$ cat config.mk
export PLATFORM = sky130hd
export DESIGN_NAME = uart_rx_ascii
export DESIGN_NICKNAME = d
export VERILOG_FILES = /design/src/rtl/uart_rx_ascii.sv
export SDC_FILE = /design/constraint.sdc
export NUM_CORES = 1
export LEC_CHECK = 0
export CAP_MARGIN = 20
export CORE_MARGIN = 2
export CORE_UTILIZATION = 35
export CTS_CLUSTER_SIZE = 10
export DETAILED_ROUTE_END_ITERATION = 10
export GPL_TIMING_DRIVEN = 1
export SYNTH_ARGS = -nofsm -noshare
export SYNTH_HDL_FRONTEND = slang
export SYNTH_SLANG_ARGS = --single-unit
$ cat constraint.sdc
create_clock -name clk -period 2.5 [get_ports clk]
set_input_delay 0.5 -clock clk [delete_from_list [all_inputs] [get_ports clk]]
set_output_delay 0.5 -clock clk [all_outputs]
set_load 0.01 [all_outputs]
$ cat src/rtl/uart_rx_ascii.sv
// 8N1 UART receiver feeding the ASCII seven-segment decoder.
// Holds the last good byte (space after reset) and strobes valid / framing error.
module uart_rx_ascii #(
  parameter int CLK_FREQ = 100000000,
  parameter int BAUD     = 9600
) (
  input  logic       clk,
  input  logic       rst_n,
  input  logic       rx,
  output logic [7:0] rx_data,
  output logic       rx_valid,
  output logic       frame_err,
  output logic       busy
);

  localparam int CLKS_PER_BIT = CLK_FREQ / BAUD;
  localparam int HALF_BIT     = CLKS_PER_BIT / 2;
  localparam int TW           = $clog2(CLKS_PER_BIT);

  localparam logic [TW-1:0] FULL_M1 = TW'(CLKS_PER_BIT - 1);
  localparam logic [TW-1:0] HALF_M1 = TW'(HALF_BIT - 1);

  if (CLKS_PER_BIT < 4) begin : g_bad_baud
    $error("uart_rx_ascii: CLKS_PER_BIT must be at least 4");
  end

  typedef enum logic [2:0] {
    S_IDLE,
    S_START,
    S_DATA,
    S_STOP,
    S_WAIT
  } state_e;

  state_e          state_q, state_d;
  logic [TW-1:0]   timer_q, timer_d;
  logic [2:0]      idx_q, idx_d;
  logic [7:0]      shift_q, shift_d;
  logic [7:0]      data_q, data_d;
  logic            valid_q, valid_d;
  logic            ferr_q, ferr_d;
  logic            busy_q, busy_d;
  logic            meta_q, rx_s_q;

  // Two-flop synchronizer; idles high so reset never looks like a start bit.
  always_ff @(posedge clk or negedge rst_n) begin
    if (!rst_n) begin
      meta_q <= 1'b1;
      rx_s_q <= 1'b1;
    end else begin
      meta_q <= rx;
      rx_s_q <= meta_q;
    end
  end

  always_comb begin
    state_d = state_q;
    timer_d = timer_q + TW'(1);
    idx_d   = idx_q;
    shift_d = shift_q;
    data_d  = data_q;
    valid_d = 1'b0;
    ferr_d  = 1'b0;
    unique case (state_q)
      S_IDLE: begin
        timer_d = '0;
        if (!rx_s_q) state_d = S_START;
      end
      S_START: begin
        if (timer_q == HALF_M1) begin
          timer_d = '0;
          idx_d   = '0;
          state_d = rx_s_q ? S_IDLE : S_DATA;
        end
      end
      S_DATA: begin
        if (timer_q == FULL_M1) begin
          timer_d = '0;
          shift_d = {rx_s_q, shift_q[7:1]};
          idx_d   = idx_q + 3'd1;
          if (idx_q == 3'd7) state_d = S_STOP;
        end
      end
      S_STOP: begin
        if (timer_q == FULL_M1) begin
          timer_d = '0;
          if (rx_s_q) begin
            data_d  = shift_q;
            valid_d = 1'b1;
            state_d = S_IDLE;
          end else begin
            ferr_d  = 1'b1;
            state_d = S_WAIT;
          end
        end
      end
      // A held-low line (break) must not decode as repeated 0x00.
      S_WAIT: begin
        timer_d = '0;
        if (rx_s_q) state_d = S_IDLE;
      end
      default: begin
        timer_d = '0;
        state_d = S_IDLE;
      end
    endcase
    busy_d = (state_d != S_IDLE);
  end

  always_ff @(posedge clk or negedge rst_n) begin
    if (!rst_n) begin
      state_q <= S_IDLE;
      timer_q <= '0;
      idx_q   <= '0;
      shift_q <= '0;
      data_q  <= 8'h20;
      valid_q <= 1'b0;
      ferr_q  <= 1'b0;
      busy_q  <= 1'b0;
    end else begin
      state_q <= state_d;
      timer_q <= timer_d;
      idx_q   <= idx_d;
      shift_q <= shift_d;
      data_q  <= data_d;
      valid_q <= valid_d;
      ferr_q  <= ferr_d;
      busy_q  <= busy_d;
    end
  end

  assign rx_data   = data_q;
  assign rx_valid  = valid_q;
  assign frame_err = ferr_q;
  assign busy      = busy_q;

endmodule
==> metrics <==
status finished clean; share of the synthesized area in the top cell type 0.4903; port buffer count 13; Reg2Reg Depth 4; Pins Over Slew Limit 0; Post-Synthesis Cells 165; endpoint class of the critical path flip-flop; Yosys Warn Count 0; CTS clk-pin slew, worst paths 0.08 ns; # Max-Cap Violations 0; final hold violation count 0; maximum clock insertion buffer count 2; Root Buffer clkbuf_8; Clock Skews 0.007564 ns; Mean Syn Cell Area 11.75 µm²; RSZ-0062 raised after global routing false; Worst Path Arrival 2.08 ns; hold-fix buffers at CTS 0; Die Y 78.44 µm; period utilization 0.7640; Achievable Freq 523.6 MHz; Synth area leaders dfrtp_1, mux2_4, mux2_2; Top-Level Pins 14; n_diodes 0; Final Setup Violations 0; DRT Pass-1 Iters 4; mean routed wirelength per cell 13.09 µm; R2R Setup Slk 0.59 ns; synthesized flop and latch total 41; share of cells above drive strength 1 0.2120; # nets final 189; HP Class primary input to async pin; CP required 2.67 ns; Max-slew headroom 0.4068; DR vias/cell 4.918; std cell rows 27; initial core utilization 0.3566; Clock Sinks 41; GPL Wtd Cong 0.8233; CTS tree yes; Netlist Area Pre-Place 1939 µm²; H-tree lvl count 2; count of different cell masters after synthesis 42; core area 5439 µm²; dpl hpwl 2332 µm; area of the multi-input gates 869.6 µm²; first-pass GRT wire length 6120 µm; worst vdd ir 0.0002340 V; critical path class flip-flop to flip-flop; detailed-route via count 1259; placed cell count 248; initial antenna violation count 0; Sequential Area 1030 µm²; FF-to-FF Start timer_q[4]; number of setup buffers added after CTS 0; Non-Filler Instances 256; clk_lat worst skew 0.29 ns; Syn Nets 171; largest net degree at the start of global routing 42; final wirelength 3352 µm; fillers 528; largest area contributor in the netlist dfrtp_1; DRC viols 0; Worst-Margin Slew 0.8898 ns; Total Routing Usage GR 0.1264; sequential fraction of the synthesis area 0.5310; largest fanout on the critical path 8; leakage power figure 1.031 nW; area of the die 6153 µm²; Critical Path Source Type flip-flop; Die Wd 78.44 µm; Pwr Density 512.0 nW/µm²; Gates resized, CTS repair 0; vias in the first global route 1282; DRT iter0 DRCs 59; Tmin final 1.910 ns; Routed Antenna Nets 0; area grow syn2layout 16.00%; total CTS buffers 5; worst r2r dst rx_data[1]; GRT overflow 0; setup TNS 0 ns
## flip-flops by register name, indices dropped and copies added, names as in the netlist
name / count
idx_q: 3
frame_err: 1
state_q: 3
rx_valid: 1
rx_s_q: 1
rx_data: 8
busy: 1
shift_q: 8
meta_q: 1
timer_q: 14
## cells by family after synthesis
family / share of synthesized area
compound gates: 0.03161
xor+xnor: 0.05420
fa+ha+maj: 0.01936
buf+inv: 0.02064
flops: 0.5310
mux: 0.1142
simple gates: 0.2290
## metrics by stage
stage | area (µm²) | power, mW | setup slack (ns) | hold slack [ns] | utilization
6_report | 2250 | 1.152 | 0.5900 | 0.3332 | 0.4136
5_1_grt | 2250 | 1.210 | 0.4406 | 0.3709 | 0.4136
3_5_place_dp | 2148 | 0.6967 | 0.5994 | 0.3549 | 0.3950
2_1_floorplan | 1939 | 0.6806 | 0.6994 | 0.2044 | -
4_1_cts | 2250 | 1.172 | 0.5766 | 0.3621 | 0.4136
3_3_place_gp | 2148 | 0.6966 | 0.6261 | 0.3465 | 0.3950
## worst max path at each step
stage / startpoint / end / slack [ns] / depth (start not counted)
final: timer_q[4] / rx_data[1] / 0.59 / 4
after global routing: timer_q[4] / busy / 0.44 / 4
after CTS: timer_q[4] / rx_data[1] / 0.58 / 4
after detailed placement: timer_q[4] / rx_data[1] / 0.60 / 4
after global placement: timer_q[4] / rx_data[4] / 0.63 / 4
after floorplan: timer_q[4] / rx_data[0] / 0.70 / 4
## worst max-delay path, cell delays in order, from the launching register on
cell	delay, ns
dfrtp_1	0.44
or4b_4	0.58
nor3_4	0.16
nand4_4	0.24
mux2_4	0.36
## where the power goes
part	switching, mW	internal, mW	leakage [nW]
Clock	0.220	0.249	0.0542
Sequential	0.00245	0.666	0.542
Combinational	0.0123	0.00208	0.435
## cells in the mapped netlist (all sizes together)
master	count
a21boi	1
a21oi	2
a22oi	1
a31oi	1
and2	2
and2b	1
and3	1
and4	3
buf	2
clkbuf	2
dfrtp	38
dfstp	3
ha	3
inv	5
mux2	17
nand2	11
nand2b	2
nand3	10
nand3b	1
nand4	7
nand4bb	1
nor2	19
nor2b	1
nor3	6
nor3b	1
nor4	4
nor4b	1
nor4bb	2
o211ai	2
o21ai	1
o32a	1
or4b	1
xnor2	9
xor2	3
## cell type report
type,instances,share of cell area
multi-input combinational,115,0.3865
timing repair buffer,15,0.06229
tap,72,0.04004
sequential,41,0.4577
clock buffer,7,0.04283
clock inverter,1,0.002225
inverter,5,0.008343
## placed cells by master (no fill, tap or decap), drive strengths merged, types with 3 or more instances in the layout
| master | netlist | routed |
|---|---|---|
| dfrtp | 38 | 38 |
| nor2 | 19 | 19 |
| mux2 | 17 | 17 |
| clkdlybuf4s50 | 0 | 12 |
| nand2 | 11 | 11 |
| nand3 | 10 | 10 |
| xnor2 | 9 | 9 |
| clkbuf | 2 | 7 |
| nand4 | 7 | 7 |
| nor3 | 6 | 6 |
| inv | 5 | 5 |
| nor4 | 4 | 4 |
| xor2 | 3 | 3 |
| ha | 3 | 3 |
| dfstp | 3 | 3 |
| and4 | 3 | 3 |
| buf | 2 | 3 |
## routing by layer
metal  vias to the layer above  track usage  wire length (µm)
met5                         -            0                 0
met4                         0      0.03684                44
met3                         6      0.03793               127
met2                        27       0.2009              1559
met1                       607       0.1670              1621
li1                        619            -                 -
No activity file was read; power rests on OpenSTA's default activity.
